File: src/rtl/reaction_timer_pkg.sv
// rtl/reaction_timer_pkg.sv - shared encodings, constants and defaults for the reaction timer
package reaction_timer_pkg;

  typedef enum logic [1:0] {
    IDLE  = 2'd0,
    COUNT = 2'd1,
    DONE  = 2'd2
  } delayState_t;

  localparam logic [15:0] LFSR_SEED = 16'hACE1;
  localparam logic [15:0] LFSR_TAPS = 16'hB400;

  localparam int DEF_TICK_DIV     = 50000;
  localparam int DEF_MIN_DELAY_MS = 1000;
  localparam int DEF_RAND_BITS    = 11;
  localparam int DEF_SCORE_W      = 13;

  // Bits needed to hold the longest possible delay in ms.
  function automatic int remWidth(input int minMs, input int randBits);
    return $clog2(minMs + (1 << randBits));
  endfunction

endpackage

File: src/rtl/reaction_timer_if.sv
// rtl/reaction_timer_if.sv - handshake bundle between the game controller and the reaction timer
interface reaction_timer_if #(parameter int SCORE_W = 13);

  logic               delayCounterEnable;
  logic               scoreCounterEnable;
  logic               scoreClear;
  logic               delayCounterDone;
  logic [SCORE_W-1:0] scoreCounter;
  logic               scoreSaturated;
  logic               msTick;

  modport master (
    output delayCounterEnable, scoreCounterEnable, scoreClear,
    input  delayCounterDone, scoreCounter, scoreSaturated, msTick
  );

  modport slave (
    input  delayCounterEnable, scoreCounterEnable, scoreClear,
    output delayCounterDone, scoreCounter, scoreSaturated, msTick
  );

endinterface

File: src/rtl/reaction_timer_lfsr16.sv
// rtl/reaction_timer_lfsr16.sv - free-running 16-bit Galois LFSR, reset to the fixed seed
module lfsr16
  import reaction_timer_pkg::*;
(
  input  logic        Clock,
  input  logic        CLRN,
  output logic [15:0] q
);

  // Right-shifting Galois form; a non-zero seed keeps it off the all-zero lockup state.
  always_ff @(posedge Clock or negedge CLRN) begin
    if (!CLRN) begin
      q <= LFSR_SEED;
    end else begin
      q <= {1'b0, q[15:1]} ^ (q[0] ? LFSR_TAPS : 16'h0000);
    end
  end

endmodule

File: src/rtl/reaction_timer.sv
// rtl/reaction_timer.sv - random wait delay and millisecond reaction score for the game controller
module reaction_timer
  import reaction_timer_pkg::*;
#(
  parameter int TICK_DIV     = DEF_TICK_DIV,
  parameter int MIN_DELAY_MS = DEF_MIN_DELAY_MS,
  parameter int RAND_BITS    = DEF_RAND_BITS,
  parameter int SCORE_W      = DEF_SCORE_W
) (
  input logic               Clock,
  input logic               CLRN,
  reaction_timer_if.slave   bus
);

  localparam int PRE_W = $clog2(TICK_DIV);
  localparam int REM_W = remWidth(MIN_DELAY_MS, RAND_BITS);

  logic [PRE_W-1:0]   prescaler;
  logic               scoreEnPrev;
  logic [15:0]        lfsr;
  delayState_t        state, stateNext;
  logic [REM_W-1:0]   remaining;
  logic               leaveIdle, loadRemaining, decRemaining, doneNext;
  logic               scoreRise;
  logic [SCORE_W-1:0] scoreNext;

  lfsr16 uLfsr (
    .Clock (Clock),
    .CLRN  (CLRN),
    .q     (lfsr)
  );

  assign bus.msTick = (prescaler == PRE_W'(TICK_DIV - 1));
  assign scoreRise  = bus.scoreCounterEnable & ~scoreEnPrev;

  always_ff @(posedge Clock or negedge CLRN) begin
    if (!CLRN) begin
      state <= IDLE;
    end else begin
      state <= stateNext;
    end
  end

  // Abort (enable low) wins over a final tick landing on the same edge.
  always_comb begin
    stateNext = state;
    case (state)
      COUNT: begin
        if (!bus.delayCounterEnable) begin
          stateNext = IDLE;
        end else if (bus.msTick && remaining == REM_W'(1)) begin
          stateNext = DONE;
        end
      end
      DONE: begin
        if (!bus.delayCounterEnable) begin
          stateNext = IDLE;
        end
      end
      default: begin
        if (bus.delayCounterEnable) begin
          stateNext = COUNT;
        end
      end
    endcase
  end

  always_comb begin
    leaveIdle     = (state != COUNT) && (state != DONE) && (stateNext == COUNT);
    loadRemaining = leaveIdle;
    decRemaining  = (state == COUNT) && (stateNext == COUNT) && bus.msTick;
    doneNext      = (stateNext == DONE);
  end

  always_ff @(posedge Clock or negedge CLRN) begin
    if (!CLRN) begin
      remaining            <= '0;
      bus.delayCounterDone <= 1'b0;
    end else begin
      bus.delayCounterDone <= doneNext;
      if (loadRemaining) begin
        remaining <= REM_W'(MIN_DELAY_MS) + REM_W'(lfsr[RAND_BITS-1:0]);
      end else if (decRemaining) begin
        remaining <= remaining - REM_W'(1);
      end
    end
  end

  // A restart from either side realigns the tick so the first one lands TICK_DIV cycles later.
  always_ff @(posedge Clock or negedge CLRN) begin
    if (!CLRN) begin
      prescaler   <= '0;
      scoreEnPrev <= 1'b0;
    end else begin
      scoreEnPrev <= bus.scoreCounterEnable;
      if (leaveIdle || scoreRise || bus.msTick) begin
        prescaler <= '0;
      end else begin
        prescaler <= prescaler + PRE_W'(1);
      end
    end
  end

  always_comb begin
    scoreNext = bus.scoreCounter;
    if (bus.scoreClear) begin
      scoreNext = '0;
    end else if (bus.scoreCounterEnable && bus.msTick && !bus.scoreSaturated) begin
      scoreNext = bus.scoreCounter + SCORE_W'(1);
    end
  end

  always_ff @(posedge Clock or negedge CLRN) begin
    if (!CLRN) begin
      bus.scoreCounter   <= '0;
      bus.scoreSaturated <= 1'b0;
    end else begin
      bus.scoreCounter   <= scoreNext;
      bus.scoreSaturated <= (scoreNext == '1);
    end
  end

endmodule

File: src/flat_wrapper.sv
// flat-port wrapper written by rule: the top's interface ports become plain ports
module reaction_timer_flat import reaction_timer_pkg::*;
#(
  parameter int TICK_DIV     = DEF_TICK_DIV,
  parameter int MIN_DELAY_MS = DEF_MIN_DELAY_MS,
  parameter int RAND_BITS    = DEF_RAND_BITS,
  parameter int SCORE_W      = DEF_SCORE_W
)
  (Clock, CLRN, bus_delayCounterEnable, bus_scoreCounterEnable, bus_scoreClear, bus_delayCounterDone, bus_scoreCounter, bus_scoreSaturated, bus_msTick);
  reaction_timer_if #(.SCORE_W(SCORE_W)) bus_i ();
  input logic Clock;
  input logic CLRN;
  input wire logic [$bits(bus_i.delayCounterEnable)-1:0] bus_delayCounterEnable;
  input wire logic [$bits(bus_i.scoreCounterEnable)-1:0] bus_scoreCounterEnable;
  input wire logic [$bits(bus_i.scoreClear)-1:0] bus_scoreClear;
  output wire logic [$bits(bus_i.delayCounterDone)-1:0] bus_delayCounterDone;
  output wire logic [$bits(bus_i.scoreCounter)-1:0] bus_scoreCounter;
  output wire logic [$bits(bus_i.scoreSaturated)-1:0] bus_scoreSaturated;
  output wire logic [$bits(bus_i.msTick)-1:0] bus_msTick;
  assign bus_i.delayCounterEnable = bus_delayCounterEnable;
  assign bus_i.scoreCounterEnable = bus_scoreCounterEnable;
  assign bus_i.scoreClear = bus_scoreClear;
  assign bus_delayCounterDone = bus_i.delayCounterDone;
  assign bus_scoreCounter = bus_i.scoreCounter;
  assign bus_scoreSaturated = bus_i.scoreSaturated;
  assign bus_msTick = bus_i.msTick;
  reaction_timer #(.TICK_DIV(TICK_DIV), .MIN_DELAY_MS(MIN_DELAY_MS), .RAND_BITS(RAND_BITS), .SCORE_W(SCORE_W)) u_core (.Clock(Clock), .CLRN(CLRN), .bus(bus_i));
endmodule
File: config.mk
export PLATFORM = sky130hd
export DESIGN_NAME = reaction_timer_flat
export DESIGN_NICKNAME = d
export VERILOG_FILES = /design/src/rtl/reaction_timer_pkg.sv /design/src/rtl/reaction_timer_if.sv /design/src/rtl/reaction_timer_lfsr16.sv /design/src/rtl/reaction_timer.sv /design/src/flat_wrapper.sv
export SDC_FILE = /design/constraint.sdc
export NUM_CORES = 1
export LEC_CHECK = 0
export CORE_UTILIZATION = 30
export DETAILED_ROUTE_END_ITERATION = 10
export GPL_TIMING_DRIVEN = 0
export PLACE_DENSITY = 0.53
export SYNTH_ARGS = -nofsm -noshare
export SYNTH_HDL_FRONTEND = slang
export SYNTH_SLANG_ARGS = --single-unit
File: constraint.sdc
create_clock -name Clock -period 3.3 [get_ports Clock]
set_input_delay 0.33 -clock Clock [delete_from_list [all_inputs] [get_ports Clock]]
set_output_delay 0.33 -clock Clock [all_outputs]
set_load 0.02 [all_outputs]
==> results by group, run 1 <==
Cells and area
  • N_diodes: 0
  • # nets final: ~340
  • Design area: between 3000 and 4000 um2
  • Layout cells sized above 1: ~11%
  • Area Overhead vs Synth: 17.3%

Detailed routing
  • Initial DRC count: 70
  • Max layer used: met4
  • WL/cell: about 13 um
  • DRC viols: 0
  • DRT Pass-1 Iters: 4
  • Final WL: ~6 mm
  • Final ANT Viol Nets: 0
  • Metal1 wirelength: 3.06 mm
  • Met2 WL post-DR: between 2 and 3 mm
  • Met3 WL: 153 um
  • Total number of vias: between 2,000 and 2,500
  • Mean number of vias per cell: 4.83

Synthesis
  • Distinct cell type count after synthesis: 52
  • Top-count cell post-synth: dfrtp_1
  • Synth async-reset ratio: 100%
  • Syn_area_per_cell: 10.3 um2
  • Ys flop type: dfrtp_1
  • Warnings from Yosys: 0
  • Synth top cells by count: dfrtp_1, nor2_1, xnor2_1
  • Area contributors post-synth: dfrtp_1, dfstp_2, xnor2_1
  • Cell taking the most area after synthesis: dfrtp_1
  • EDFF count, synth: 0
  • #FFs+latches synth: 62
  • Synth top area share: about 44%
  • Post-Syn Instances: between 200 and 300
  • Syn_nets: just over 300
  • Post-Syn Area: slightly above 3000 um2
  • Seq/Total Area, Yosys: between 50% and 60%

Status
  • Status: finished clean

Critical path
  • Crit path largest cell delay: about 0.57 ns
  • Crit path capture type: flop
  • Required time worst endpoint: 3.49 ns
  • Reg2Reg Depth: 7
  • CP cell instances: nor4_1, nand4_1, o31ai_4, or4_1, buf_4, mux2i_1, o311ai_0
  • Crit path max fanout: 10
  • Slowest cell on crit path: nor4_1
  • Type of origin of the critical path: flop
  • Crit path kind: flop to flop
  • Crit path arrival time: between 2 and 3 ns

Die
  • Initial Utilization: a little under a third
  • # IOs: 21
  • Total die area: 10,700 um2
  • Row count: 36
  • Core area: approximately 10000 um2
  • Die height: slightly above 100 um
  • DIE WIDTH: between 100 and 150 um

Place
  • Port-buffer cells: 20
  • Placed wire-length estimate: 4.32 mm
  • Pre-CTS setup slack: roughly 0.7 ns
  • Gpl congestion: ~0.77
  • Placed instance area: 3440 um2

Clock tree
  • Hold_buf cts: 0
  • CTS tree: done
  • Clock latency at the later pin of the worst-skew pair: 0.34 ns
  • Clk sink count: 62
  • CTS resizes: 0
  • Clk root buf: clkbuf_8
  • Num CTS Buffers: 9
  • Clock-pin transition on the worst setup and hold timing paths: ~0.07 ns
  • H-Tree Level Count: 3
  • Total setup buffers inserted after CTS: 0
  • Clock buffer depth: 2

Power
  • Peak supply drop: 151 uV
  • PwrDens: 474 nW/um2
  • Power Total: 1.71 mW
  • Static leakage: 1.42 nW

Timing
  • Setup ws final: between 0.7 and 0.8 ns
  • Max Fclk: ~0.39 GHz
  • Worst relative slew slack: about 48%
  • Final Hold Violating Endpoints: 0
  • Final setup fails: 0
  • Slew at the pin closest to its max-slew limit: just under 0.8 ns
  • Period utilization: between 70 and 80%
  • Post-layout min period: between 2 and 3 ns
  • Clock skew: between 0.01 and 0.015 ns
  • Final Max Tran Viols: 0
  • RSZ-0062 raised after global routing: false

Global route
  • Grt ovf: 0
  • Vias in the first global route: between 2,000 and 2,500
  • Initial antenna violation count: 0
  • First-pass GRT wire length: between 10 and 15 mm
  • GRT Overall Usage: between 10% and 20%
  • Largest net degree at the start of global routing: between 60 and 70

Job
  • MaxCap Viol Count: 0

Min path
  • Min-Delay Path Class: primary input to async pin
through the flow:
stage                     utilization (%)  std cells  hold slack [ns]  setup TNS [ns]
after floorplan                         -        299           0.0344               0
after global placement               34.9        452            0.337           -7.63
after detailed placement             34.9        452            0.345               0
after CTS                            36.6        468           0.0979               0
after global routing                 36.6        468            0.128               0
final                                36.6        468           0.0521               0
placed cells by master, fill, tap and decap left out, types with 2 or more instances in the layout:
master            n
a21oi_1          10
a21oi_2           2
and3_1            7
and4b_1           2
buf_4             2
clkbuf_1          5
clkbuf_8         10
clkdlybuf4s50_1  19
clkinv_2          3
dfrtp_1          54
dfstp_2           8
ha_1              7
inv_1             9
mux2i_1           3
nand2_1          20
nand2b_1          3
nand3_1          10
nand4_1          10
nor2_1           36
nor2b_1           2
nor3_1            8
nor3b_1           2
nor4_1            8
nor4_2            2
o21ai_0          13
o21ai_1           3
o31ai_1           3
or3_1             9
or4_1             4
xnor2_1          24
xor2_1           12
logic make-up (layout without fill, tap and decap cells):
kind of cell,count (synthesis),in the layout,synth area share (%)
compound gates,39,39,8.09
xor+xnor,36,36,10.2
fa+ha+maj,7,7,2.84
buf+inv,17,53,2.27
flops,62,62,50.7
mux,4,4,1.34
simple gates,134,134,24.5
layer usage:
| layer | vias up | track usage, % |
|---|---|---|
| li1 | 1129 | - |
| met4 | 0 | 6.83 |
| met5 | - | 0 |
| met3 | 10 | 3.02 |
| met2 | 26 | 20.5 |
| met1 | 1095 | 17.2 |
sequential cells by signal, indices dropped and copies added (netlist names):
| register | cells |
|---|---|
| u_core.bus.scoreSaturated | 1 |
| u_core.prescaler | 16 |
| u_core.state | 2 |
| u_core.uLfsr.q | 16 |
| u_core.scoreEnPrev | 1 |
| u_core.bus.scoreCounter | 13 |
| u_core.remaining | 12 |
| u_core.bus.delayCounterDone | 1 |
layout make-up:
cell class / count / area [um2]
Fill cell: 984 / 6250
Sequential cell: 62 / 1560
Multi-Input combinational cell: 220 / 1450
Timing Repair Buffer: 20 / 198
Tap cell: 133 / 166
Clock buffer: 12 / 145
Inverter: 10 / 37.5
Buffer: 7 / 32.5
Clock inverter: 4 / 22.5
final timing paths:
path,slack [ns],end,start
min in group Clock,0.36,u_core.uLfsr.q[11]$_DFF_PN1_,u_core.uLfsr.q[12]$_DFF_PN0_
max reg2reg,0.75,u_core.remaining[10]$_DFFE_PN0P_,u_core.remaining[6]$_DFFE_PN0P_
min reg2reg,0.36,u_core.uLfsr.q[11]$_DFF_PN1_,u_core.uLfsr.q[12]$_DFF_PN0_
max in group asynchronous,2.72,u_core.bus.scoreSaturated$_DFF_PN0_,CLRN
min,0.05,u_core.remaining[8]$_DFFE_PN0P_,CLRN
max,0.75,u_core.remaining[10]$_DFFE_PN0P_,u_core.remaining[6]$_DFFE_PN0P_
power by group:
part / switching, mW / internal [mW] / total [mW]
clock: 0.292 / 0.289 / 0.581
sequential: 0.0304 / 0.802 / 0.833
combinational: 0.205 / 0.0943 / 0.300
critical path: cells and delay by family, from the launching register on:
family          cells  cell delay, ns
compound gates      2            0.64
buf+inv             1            0.13
flops               1            0.42
mux                 1            0.17
simple gates        3            1.04
(Power assumes the default switching activity.)
==> inputs of run 2 (changes only) <==
==> constraint.sdc (replaced) <==
create_clock -name Clock -period 2.6 [get_ports Clock]
set_input_delay 0.26 -clock Clock [delete_from_list [all_inputs] [get_ports Clock]]
set_output_delay 0.26 -clock Clock [all_outputs]
set_load 0.02 [all_outputs]
==> run 2 against run 1 <==
The flow now finishes with violations (negative hold slack). Core utilization grew 0.30 points. Combinational power rose by 37%. Via count is 0.97% higher. Sequential power is 27% higher. Final area rose by 0.83%. Critical path type unchanged. Critical endpoint is now u_core.bus.scoreSaturated$_DFF_PN0_. Largest cell class unchanged. Largest power group unchanged. Highest routed layer unchanged.
==> results by group, run 2 (synthesis results as in run 1) <==
Detailed routing
  • DRC viols: 0 (unchanged)
  • DRT Pass-1 Iters: 4 (unchanged)
  • Mean number of vias per cell: 4.86 (+0.54%)
  • Total number of vias: 2,282 (+0.97%)
  • Initial DRC count: 53 (-24%)
  • WL/cell: 13.3 um (+0.49%)
  • Final ANT Viol Nets: 0 (unchanged)
  • Max layer used: met4
  • Met2 WL post-DR: 2.81 mm (-0.43%)
  • Met3 WL: 160 um (+4.6%)
  • Final WL: 6.23 mm (+0.92%)
  • Metal1 wirelength: 3.12 mm (+2.1%)

Timing
  • RSZ-0062 raised after global routing: false
  • Setup ws final: 0.170 ns (-0.577 ns)
  • Final Max Tran Viols: 0 (unchanged)
  • Period utilization: 93.5% (+16 points)
  • Max Fclk: 0.411 GHz (+5.1%)
  • Clock skew: 0.0119 ns (+0.000429 ns)
  • Final setup fails: 0 (unchanged)
  • Post-layout min period: 2.43 ns (-0.123 ns)
  • Final hold slack: -0.0190 ns (-0.0711 ns)
  • Final Hold Violating Endpoints: 8 (+8)
  • Slew at the pin closest to its max-slew limit: 0.778 ns (-0.000506 ns)
  • Worst relative slew slack: 48.1% (about the same)

Place
  • Gpl congestion: 0.772 (unchanged)
  • Pre-CTS setup slack: 0.0131 ns (-0.687 ns)
  • Placed instance area: 3440 um2 (unchanged)
  • Placed wire-length estimate: 4.32 mm (unchanged)
  • Port-buffer cells: 20 (unchanged)

Clock tree
  • Num CTS Buffers: 9 (unchanged)
  • Clock latency at the later pin of the worst-skew pair: 0.34 ns (about the same)
  • Clock-pin transition on the worst setup and hold timing paths: 0.07 ns (about the same)
  • CTS tree: done
  • Clk sink count: 62 (unchanged)
  • Hold_buf cts: 0 (unchanged)
  • H-Tree Level Count: 3 (unchanged)
  • Clock buffer depth: 2 (unchanged)
  • Clk root buf: clkbuf_8

Die
  • Row count: 36 (unchanged)
  • Core area: 9860 um2 (unchanged)
  • DIE WIDTH: 103 um (unchanged)
  • # IOs: 21 (unchanged)
  • Die height: 103 um (unchanged)
  • Total die area: 10,700 um2 (unchanged)
  • Initial Utilization: 31.2% (unchanged)

Critical path
  • Type of origin of the critical path: flop
  • Crit path kind: flop to flop
  • R2R Setup Slk: 0.17 ns (-0.58 ns)
  • FF-to-FF End: u_core.bus.scoreSaturated$_DFF_PN0_
  • Path length in cells of the critical path: 9 (+2)
  • Crit path arrival time: 2.67 ns (-0.08 ns)
  • Crit path max fanout: 10 (unchanged)
  • Critical Path End: u_core.bus.scoreSaturated$_DFF_PN0_
  • Slowest cell on crit path: or4_1
  • Crit path largest cell delay: 0.54 ns (-0.03 ns)
  • Crit path from: u_core.prescaler[0]$_DFF_PN0_
  • Family with the most delay on the worst path: simple AND/OR/NAND/NOR gates
  • Crit path buffers/inverters: 2 (+1)
  • Reg2Reg Depth: 9 (+2)
  • Worst reg2reg startpoint: u_core.prescaler[0]$_DFF_PN0_
  • Crit path capture type: flop
  • CP cell instances: ha_1, and3_1, clkbuf_2, nand4_1, buf_2, or4_1, a21oi_2, nand3_1, nor4_2
  • Required time worst endpoint: 2.84 ns (-0.65 ns)

Cells and area
  • Fillers: 984 (unchanged)
  • Most common cell after layout, fill and taps aside: dfrtp_1
  • Multi-input logic area: 1460 um2 (+1.0%)
  • Area Overhead vs Synth: 18.2%
  • # nets final: 344 (+0.58%)
  • Layout cells sized above 1: 12.2% (+1.1 points)
  • Sequential cell area: 1560 um2 (unchanged)
  • Design area: 3640 um2 (+0.83%)
  • N_diodes: 0 (unchanged)
  • Largest regs: u_core.prescaler: 16 flops, u_core.uLfsr.q: 16 flops, u_core.bus.scoreCounter: 13 flops
  • Most frequent cells in the layout: dfrtp_1, nor2_1, xnor2_1, nand2_1, clkdlybuf4s50_1

Global route
  • Initial antenna violation count: 0 (unchanged)
  • First-pass GRT wire length: 10.7 mm (unchanged)
  • GRT Overall Usage: 13.2% (unchanged)
  • Grt ovf: 0 (unchanged)
  • Largest net degree at the start of global routing: 63 (unchanged)
  • Vias in the first global route: 2,189 (unchanged)

Status
  • Status: finished, violations left
  • Failing checks: negative hold slack

Power
  • Peak supply drop: 190 uV (+26%)
  • PwrDens: 606 nW/um2 (+28%)
  • Static leakage: 1.44 nW (+1.5%)

Job
  • MaxCap Viol Count: 0 (unchanged)

Min path
  • Min-Delay Path Class: primary input to async pin
## run 2: power by group
| group | leakage (nW) | switching (mW) | total [mW] | internal (mW) |
|---|---|---|---|---|
| combinational | 0.553 | 0.267 | 0.410 | 0.143 |
| sequential | 0.802 | 0.0416 | 1.06 | 1.02 |
| clock | 0.0861 | 0.370 | 0.738 | 0.367 |
| total | 1.44 | 0.679 | 2.21 | 1.53 |
## run 2: worst reg2reg max path: cells and delay by family, from the launching register on
family	cells	cell delay, ns
compound gates	1	0.18
buf+inv	2	0.41
flops	1	0.37
fa+ha+maj	1	0.19
simple gates	5	1.20
## run 2: per-layer routing
metal  vias up  global-route usage [%]
met5         -                       0
li1       1132                       -
met4         0                    6.83
met1      1104                    17.2
met2        36                    20.5
met3        10                    3.02
## run 2: repair_timing
item	CTS	global route
setup buffers	0	2
setup endpoints to repair	0	7
gates resized for setup	0	3
## run 2: worst min path at each step
stage,to,slack (ns),cells after the start,start
final,u_core.remaining[8]$_DFFE_PN0P_,-0.02,1,CLRN
after global routing,u_core.remaining[8]$_DFFE_PN0P_,0.06,1,CLRN
after CTS,u_core.remaining[8]$_DFFE_PN0P_,0.03,1,CLRN
after detailed placement,u_core.uLfsr.q[11]$_DFF_PN1_,0.34,0,u_core.uLfsr.q[12]$_DFF_PN0_
after global placement,u_core.uLfsr.q[11]$_DFF_PN1_,0.34,0,u_core.uLfsr.q[12]$_DFF_PN0_
after floorplan,u_core.bus.delayCounterDone$_DFF_PN0_,-0.04,0,CLRN
## run 2: final cells by class
class | count | share of cell area, %
clock inverter | 4 | 0.619
clock buffer | 12 | 3.99
inverter | 10 | 1.03
tap | 133 | 4.57
sequential | 62 | 42.9
buffer | 7 | 0.893
timing repair buffer | 22 | 5.84
multi-input combinational | 220 | 40.2
## run 2: per-stage QoR
| stage | instances | setup TNS (ns) | util [%] | power (mW) | hold WS (ns) |
|---|---|---|---|---|---|
| 5_1_grt | 470 | 0 | 36.9 | 2.36 | 0.0577 |
| 3_3_place_gp | 452 | -42.19 | 34.9 | 1.46 | 0.337 |
| 4_1_cts | 468 | 0 | 36.6 | 2.22 | 0.0279 |
| 3_5_place_dp | 452 | 0 | 34.9 | 1.46 | 0.345 |
| 6_report | 470 | 0 | 36.9 | 2.21 | -0.0190 |
| 2_1_floorplan | 299 | 0 | - | 1.35 | -0.0356 |
==> inputs of run 3 (changes only) <==
--- a/config.mk
+++ b/config.mk
@@ -6,6 +6,7 @@
 export NUM_CORES = 1
 export LEC_CHECK = 0
 export CORE_UTILIZATION = 30
+export CTS_CLUSTER_SIZE = 40
 export DETAILED_ROUTE_END_ITERATION = 10
 export GPL_TIMING_DRIVEN = 0
 export PLACE_DENSITY = 0.53
==> results of run 3 <==
Same layout as run 2: the final DEF is identical, and so are final timing and power.
